### src/rtl/detector_jogada.sv
// Button conditioner for the memory game: synchronises and debounces the raw
// buttons and issues one jogada strobe per physical push, flagging chords.
module detector_jogada #(
   parameter int N_BOTOES = 4,
   parameter int DEBOUNCE = 50000
) (
   input  logic                clock,
   input  logic                reset,
   input  logic                enable,
   input  logic [N_BOTOES-1:0] botoes,
   output logic                jogada,
   output logic [N_BOTOES-1:0] jogada_valor,
   output logic                multiplos,
   output logic [2:0]          db_estado
);

   localparam int CW = (DEBOUNCE > 1) ? $clog2(DEBOUNCE) : 1;
   localparam logic [CW-1:0] CNT_MAX = CW'(DEBOUNCE - 1);

   typedef enum logic [2:0] {
      REPOUSO      = 3'd0,
      FILTRA       = 3'd1,
      ACEITA       = 3'd2,
      ESPERA_SOLTA = 3'd3,
      SOLTANDO     = 3'd4
   } estado_t;

   estado_t             estado;
   logic [N_BOTOES-1:0] sync1;
   logic [N_BOTOES-1:0] s;
   logic [N_BOTOES-1:0] c;
   logic [CW-1:0]       cnt;
   logic                valido;

   function automatic logic isOneHot(input logic [N_BOTOES-1:0] v);
      return $countones(v) == 1;
   endfunction

   // Synchroniser, press/release filter and strobe state machine; the counter
   // is cleared on every entry to a filtering state so it can never wrap.
   always_ff @(posedge clock or posedge reset) begin
      if (reset) begin
         sync1        <= '0;
         s            <= '0;
         c            <= '0;
         cnt          <= '0;
         valido       <= 1'b0;
         jogada_valor <= '0;
         estado       <= REPOUSO;
      end else begin
         sync1 <= botoes;
         s     <= sync1;
         case (estado)
            REPOUSO: begin
               if (s != '0) begin
                  estado <= FILTRA;
                  c      <= s;
                  cnt    <= '0;
               end
            end
            FILTRA: begin
               if (s != c) begin
                  estado <= REPOUSO;
                  cnt    <= '0;
               end else if (cnt == CNT_MAX) begin
                  estado <= ACEITA;
                  valido <= enable && isOneHot(c);
                  if (enable && isOneHot(c)) begin
                     jogada_valor <= c;
                  end
               end else begin
                  cnt <= cnt + CW'(1);
               end
            end
            ACEITA: begin
               estado <= ESPERA_SOLTA;
            end
            ESPERA_SOLTA: begin
               if (s == '0) begin
                  estado <= SOLTANDO;
                  cnt    <= '0;
               end
            end
            SOLTANDO: begin
               if (s != '0) begin
                  estado <= ESPERA_SOLTA;
               end else if (cnt == CNT_MAX) begin
                  estado <= REPOUSO;
               end else begin
                  cnt <= cnt + CW'(1);
               end
            end
            default: begin
               estado <= REPOUSO;
            end
         endcase
      end
   end

   assign jogada    = (estado == ACEITA) && valido;
   assign multiplos = (estado == ACEITA) && !isOneHot(c);
   assign db_estado = estado;

endmodule

### config.mk
export PLATFORM = sky130hd
export DESIGN_NAME = detector_jogada
export DESIGN_NICKNAME = d
export VERILOG_FILES = /design/src/rtl/detector_jogada.sv
export SDC_FILE = /design/constraint.sdc
export NUM_CORES = 1
export LEC_CHECK = 0
export CORE_MARGIN = 2
export CORE_UTILIZATION = 40
export DETAILED_ROUTE_END_ITERATION = 16
export HOLD_SLACK_MARGIN = 0.05
export PLACE_DENSITY = 0.61
export SYNTH_ARGS = -nofsm -noshare
export SYNTH_HDL_FRONTEND = slang
export SYNTH_SLANG_ARGS = --single-unit
### constraint.sdc
create_clock -name clock -period 5.3 [get_ports clock]
set_clock_uncertainty 0.2 [all_clocks]
set_input_delay 1.325 -clock clock [delete_from_list [all_inputs] [get_ports clock]]
set_output_delay 1.325 -clock clock [all_outputs]
set_load 0.01 [all_outputs]
==> impl_metrics.py, run 1 <==
metrics = {
    "status": {
        "status": "complete, no violations",
    },
    "timing": {
        "hold_violations": 0,
        "rsz0062_at_grt": "false",
        "tns_ps": 0,
        "slew_headroom": 0.277,
        "period_share": 0.777,
        "tightestPinTransition_ps": 1080,
        "fmax_mhz": 243,
        "drv_slew": 0,
        "hold_slack_ps": 149,
        "min_period_ps": 4120,
        "finalSetupViolations": 0,
    },
    "setup_path": {
        "worstSetupEndpoint": "multiplos",
        "r2r_slack_ps": 2500,
        "crit_required_ps": 3770,
        "r2r-end": "jogada_valor[0]$_DFFE_PP0P_",
        "reg2reg_depth": 9,
        "critPathKind": "flip-flop to primary output",
        "crit_path_max_fanout": 4,
        "r2r-start": "c[0]$_DFFE_PP0P_",
        "cp.arrival_ps": 2600,
        "worst_setup_path_end_kind": "primary output",
        "crit_start": "c[0]$_DFFE_PP0P_",
        "startpoint_type": "flip-flop",
    },
    "clock_network": {
        "postCtsHoldBufs": 0,
        "cts_tree": "yes",
        "ctsResizeCount": 0,
        "clk_latency_ps": 290,
        "numClockSinks": 36,
        "clk_pin_slew_ps": 70,
        "cts-root-buf": "clkbuf_8",
        "postCtsSetupBuffers": 0,
        "clockBufferDepth": 2,
        "cts_buffers": 5,
        "cts_max_level": 2,
    },
    "power": {
        "combPwrFrac": 0.238,
        "seqPwrFrac": 0.446,
        "finalPower_mw": 0.754,
        "switching_share": 0.304,
        "p_leak_nw": 0.917,
        "power_frac_clock": 0.316,
        "p_int_mw": 0.525,
        "ir_drop_v": 0.000160,
        "power_density_nw_per_um2": 342,
        "power.switching_mw": 0.229,
    },
    "yosys": {
        "synth.distinct_cells": 49,
        "synthSimpleGateAreaFrac": 0.204,
        "yosysSeqAreaShare": 0.477,
        "yosysWarnings": 0,
        "synth_top_flop_cell": "dfrtp_1",
        "synthXorXnorAreaFrac": 0.0556,
        "synth-async-reset-ratio": 1.00,
        "synth_mux_area_frac": 0.0821,
        "synth_compound_area_frac": 0.116,
        "netlist.top_cell.by_area": "dfrtp_1",
        "synth_top_family_by_area": "simple AND/OR/NAND/NOR gates",
        "syn_area_um2": 1890,
        "synth-seq-cells": 36,
        "yosys.area_share.adder": 0.0304,
        "netlist_top_cells_area": "dfrtp_1, xnor2_1, nor2_1, mux2_4, mux2i_1",
        "syn_nets": 185,
        "avgSynthCellArea_um2": 10.9,
        "synth_top_area_share": 0.477,
        "synth_edf_count": 0,
        "postSynthCellCount": 174,
    },
    "global_routing": {
        "grt_max_degree": 37,
        "grt_util_all_layers": 0.152,
        "grt_pass1_wl_mm": 6.19,
        "antenna_found_initial": 0,
        "overflow": 0,
        "first_global_vias": 1302,
    },
    "drt": {
        "drt-initial-drc-count": 82,
        "wl_per_cell_um": 14.1,
        "vias_per_cell": 5.29,
        "drc_errors": 0,
        "routed_wl_mm": 3.46,
        "vias": 1301,
        "dr.pass1.iters": 4,
        "ant_nets": 0,
    },
    "die": {
        "die_x_um": 72.8,
        "num_rows": 25,
        "pin_count": 16,
        "start_util": 0.408,
        "core_area_um2": 4630,
        "floorplan.die_area_um2": 5290,
        "die_h_um": 72.8,
    },
    "cells_and_area": {
        "final_common_cell": "dfrtp_1",
        "final_util": 0.476,
        "fin_cells": 246,
        "areaGrowthSynthToFinish_pct": 16.5,
        "mostFrequentLayoutCells": "dfrtp_1, nor2_1, clkdlybuf4s50_1",
        "layout.nets": 202,
        "post_route_cells_drive_above_1_share": 0.141,
        "antenna-diode-count": 0,
    },
    "min_path": {
        "holdCritStartpoint": "sync1[3]$_DFF_PP0_",
        "hold_class": "flip-flop to flip-flop",
    },
    "placement": {
        "placed_cells": 238,
        "port_buffers": 15,
        "hpwl_mm": 2.46,
        "gp_congestion": 0.798,
    },
    "job": {
        "max_cap_violations": 0,
    },
}
-- registers in the layout, summed over array words and instances, names as in the netlist --
name and flops:
jogada_valor 4, s 4, sync1 4, c 4
cnt 16, db_estado 3, valido 1
-- per-stage QoR --
stage / cell area (um^2) / worst slack (ps)
2_1_floorplan: 1890 / 2020
3_3_place_gp: 2090 / 1520
3_5_place_dp: 2090 / 1480
4_1_cts: 2200 / 1160
5_1_grt: 2200 / 1010
6_report: 2200 / 1180
-- worst max-delay path: stages, from the launching register on --
cell and delay (ps):
dfrtp_1 400, inv_1 80, fa_1 530, inv_1 40, ha_1 170, ha_1 280, nor3b_1 250, nor3_1 80
clkdlybuf4s50_1 490
-- power groups by stage --
stage,registers [mW],logic (mW),clock network [mW]
floorplan,0.328,0.148,0
global placement,0.338,0.176,0
detailed placement,0.341,0.180,0
CTS,0.336,0.182,0.243
global route,0.341,0.210,0.258
finish,0.336,0.179,0.238
-- Yosys cell counts, types with 2 or more instances --
master,number
o21ai_0,2
nor4_4,2
buf_2,2
mux2_4,4
clkbuf_1,4
nand4b_1,2
nor3_1,9
or3_1,2
mux2_2,4
dfrtp_1,36
a21oi_1,6
nand2_1,7
and4_1,2
xor2_1,2
and3_1,4
o21a_1,2
ha_1,3
a211oi_1,5
nor2_1,17
xnor2_1,10
nand3_1,5
nand4_1,3
inv_1,10
mux2i_1,5
a21oi_2,2
-- area by class of cell --
type                            count  area [um^2]
Tap cell                           54         67.6
Multi-Input combinational cell    121          923
Timing Repair Buffer               16          158
Sequential cell                    36          901
Clock inverter                      3         42.5
Fill cell                         444         2430
Inverter                           11         41.3
Clock buffer                        5         68.8
-- per-layer routing --
layer	vias up	global-route usage	wire length [um]
met4	0	0.0658	68
li1	663	-	-
met1	611	0.209	1730
met5	-	0	0
met2	21	0.223	1550
met3	6	0.0456	112
-- worst min-delay path by stage --
stage / slack [ps] / depth (start not counted) / end
floorplan: 130 / 0 / s[0]$_DFF_PP0_
global placement: 130 / 0 / s[2]$_DFF_PP0_
detailed placement: 130 / 0 / s[2]$_DFF_PP0_
CTS: 150 / 0 / s[3]$_DFF_PP0_
global route: 160 / 0 / s[3]$_DFF_PP0_
finish: 150 / 0 / s[3]$_DFF_PP0_
-- kinds of logic after synthesis --
logic type,Yosys count
and+or+nand+nor,62
DFF,36
AOI/OAI and AO/OA,30
buffers and inverters,17
muxes,13
xor gates and xnor gates,12
adders and majority gates,4
Power figures use the tool's default switching activity.
==> run 2, diff against run 1 <==
- clock period: 5.3 -> 4.29 ns (I/O delays scaled with it)
==> impl_metrics.py, run 2 (synthesis gave the netlist of run 1 again) <==
metrics = {
    "drt": {
        "ant_nets": 0,
        "wl_per_cell_um": 14.2,
        "dr.pass1.iters": 4,
        "drt-initial-drc-count": 75,
        "vias_per_cell": 5.42,
        "vias": 1329,
        "routed_wl_mm": 3.48,
        "drc_errors": 0,
    },
    "cells_and_area": {
        "final_util": 0.472,
        "multi_input_area_um2": 923,
        "regMostFlops": "cnt",
        "final_common_cell": "dfrtp_1",
        "seqCellArea_um2": 901,
        "post_route_cells_drive_above_1_share": 0.136,
        "antenna-diode-count": 0,
        "mostFrequentLayoutCells": "dfrtp_1, nor2_1, clkdlybuf4s50_1",
        "layout.nets": 202,
        "largest_reg_flops": 16,
        "fillers": 448,
        "areaGrowthSynthToFinish_pct": 15.7,
    },
    "global_routing": {
        "met3_usage": 0.0456,
        "overflow": 0,
        "grt_most_used_layer": "met2",
        "grt_pass1_wl_mm": 6.13,
        "grt_max_degree": 37,
        "grtUsageMet2": 0.234,
        "grt_util_met1": 0.201,
        "grt_util_all_layers": 0.152,
        "first_global_vias": 1328,
        "antenna_found_initial": 0,
    },
    "clock_network": {
        "cts_buffers": 5,
        "clockBufferDepth": 2,
        "cts_max_level": 2,
        "cts-root-buf": "clkbuf_8",
        "postCtsSetupBuffers": 0,
        "numClockSinks": 36,
        "ctsResizeCount": 0,
        "clk_pin_slew_ps": 70,
        "cts_tree": "yes",
        "clk_latency_ps": 290,
        "postCtsHoldBufs": 0,
    },
    "setup_path": {
        "crit_required_ps": 3020,
        "r2r_slack_ps": 1480,
        "cp.arrival_ps": 2610,
        "startpoint_type": "flip-flop",
        "crit_path_max_fanout": 4,
        "critPathKind": "flip-flop to primary output",
        "worst_setup_path_end_kind": "primary output",
    },
    "placement": {
        "port_buffers": 15,
        "hpwl_mm": 2.47,
        "gp_congestion": 0.795,
        "place_ws_ps": 699,
    },
    "die": {
        "core_area_um2": 4630,
        "start_util": 0.408,
        "num_rows": 25,
        "die_x_um": 72.8,
        "floorplan.die_area_um2": 5290,
        "pin_count": 16,
        "die_h_um": 72.8,
    },
    "power": {
        "seqPwrFrac": 0.464,
        "power.switching_mw": 0.274,
        "switching_share": 0.306,
        "power_density_nw_per_um2": 409,
        "ir_drop_v": 0.000175,
        "finalPower_mw": 0.894,
        "combPwrFrac": 0.250,
        "p_leak_nw": 0.913,
        "power_frac_clock": 0.286,
        "p_int_mw": 0.621,
    },
    "timing": {
        "tns_ps": 0,
        "hold_slack_ps": 146,
        "min_period_ps": 3880,
        "drv_slew": 0,
        "fmax_mhz": 258,
        "finalSetupViolations": 0,
        "period_share": 0.905,
        "tightestPinTransition_ps": 1150,
        "slew_headroom": 0.236,
        "worst_slack_ps": 408,
        "hold_violations": 0,
        "rsz0062_at_grt": "false",
    },
    "min_path": {
        "hold_class": "flip-flop to flip-flop",
    },
    "status": {
        "status": "complete, no violations",
    },
    "job": {
        "max_cap_violations": 0,
    },
}
[run 2: power by group through the flow]
stage | Sequential, mW | Clock [mW] | Combinational, mW
6_report | 0.415 | 0.256 | 0.223
5_1_grt | 0.423 | 0.280 | 0.256
4_1_cts | 0.416 | 0.263 | 0.228
3_5_place_dp | 0.422 | 0 | 0.227
3_3_place_gp | 0.418 | 0 | 0.216
2_1_floorplan | 0.405 | 0 | 0.182
[run 2: through the flow]
| step | instances | area, um^2 |
|---|---|---|
| after floorplan | 174 | 1890 |
| after global placement | 238 | 2090 |
| after detailed placement | 238 | 2090 |
| after CTS | 245 | 2190 |
| after global routing | 245 | 2190 |
| final | 245 | 2190 |
[run 2: routing by layer]
layer	vias up	routed length [um]	share of wire
li1	661	-	-
met1	643	1690	0.49
met2	19	1600	0.46
met3	6	110	0.032
met4	0	71	0.020
met5	-	0	0
[run 2: path summary, 6_finish.rpt]
check | startpoint | end | cells after the start
worst max register to register | c[0]$_DFFE_PP0P_ | jogada_valor[0]$_DFFE_PP0P_ | 9
worst min register to register | sync1[3]$_DFF_PP0_ | s[3]$_DFF_PP0_ | 0
max in group asynchronous | reset | db_estado[2]$_DFFE_PP0P_ | 3
worst min-delay path | sync1[3]$_DFF_PP0_ | s[3]$_DFF_PP0_ | 0
min in group asynchronous | reset | cnt[15]$_DFFE_PP0P_ | 3
worst max-delay path | c[0]$_DFFE_PP0P_ | multiplos | 8
[run 2: layout make-up]
| class | count | area share |
|---|---|---|
| inverter | 11 | 0.0189 |
| tap | 54 | 0.0309 |
| clock buffer | 7 | 0.0441 |
| timing repair buffer | 16 | 0.0721 |
| multi-input combinational | 121 | 0.422 |
| sequential | 36 | 0.412 |
[run 2: critical path, stage by stage (launching register included)]
cell,delay [ps]
dfrtp_1,400
inv_1,80
fa_1,530
inv_1,40
ha_1,170
ha_1,270
nor3b_1,260
nor3_1,90
clkdlybuf4s50_1,490
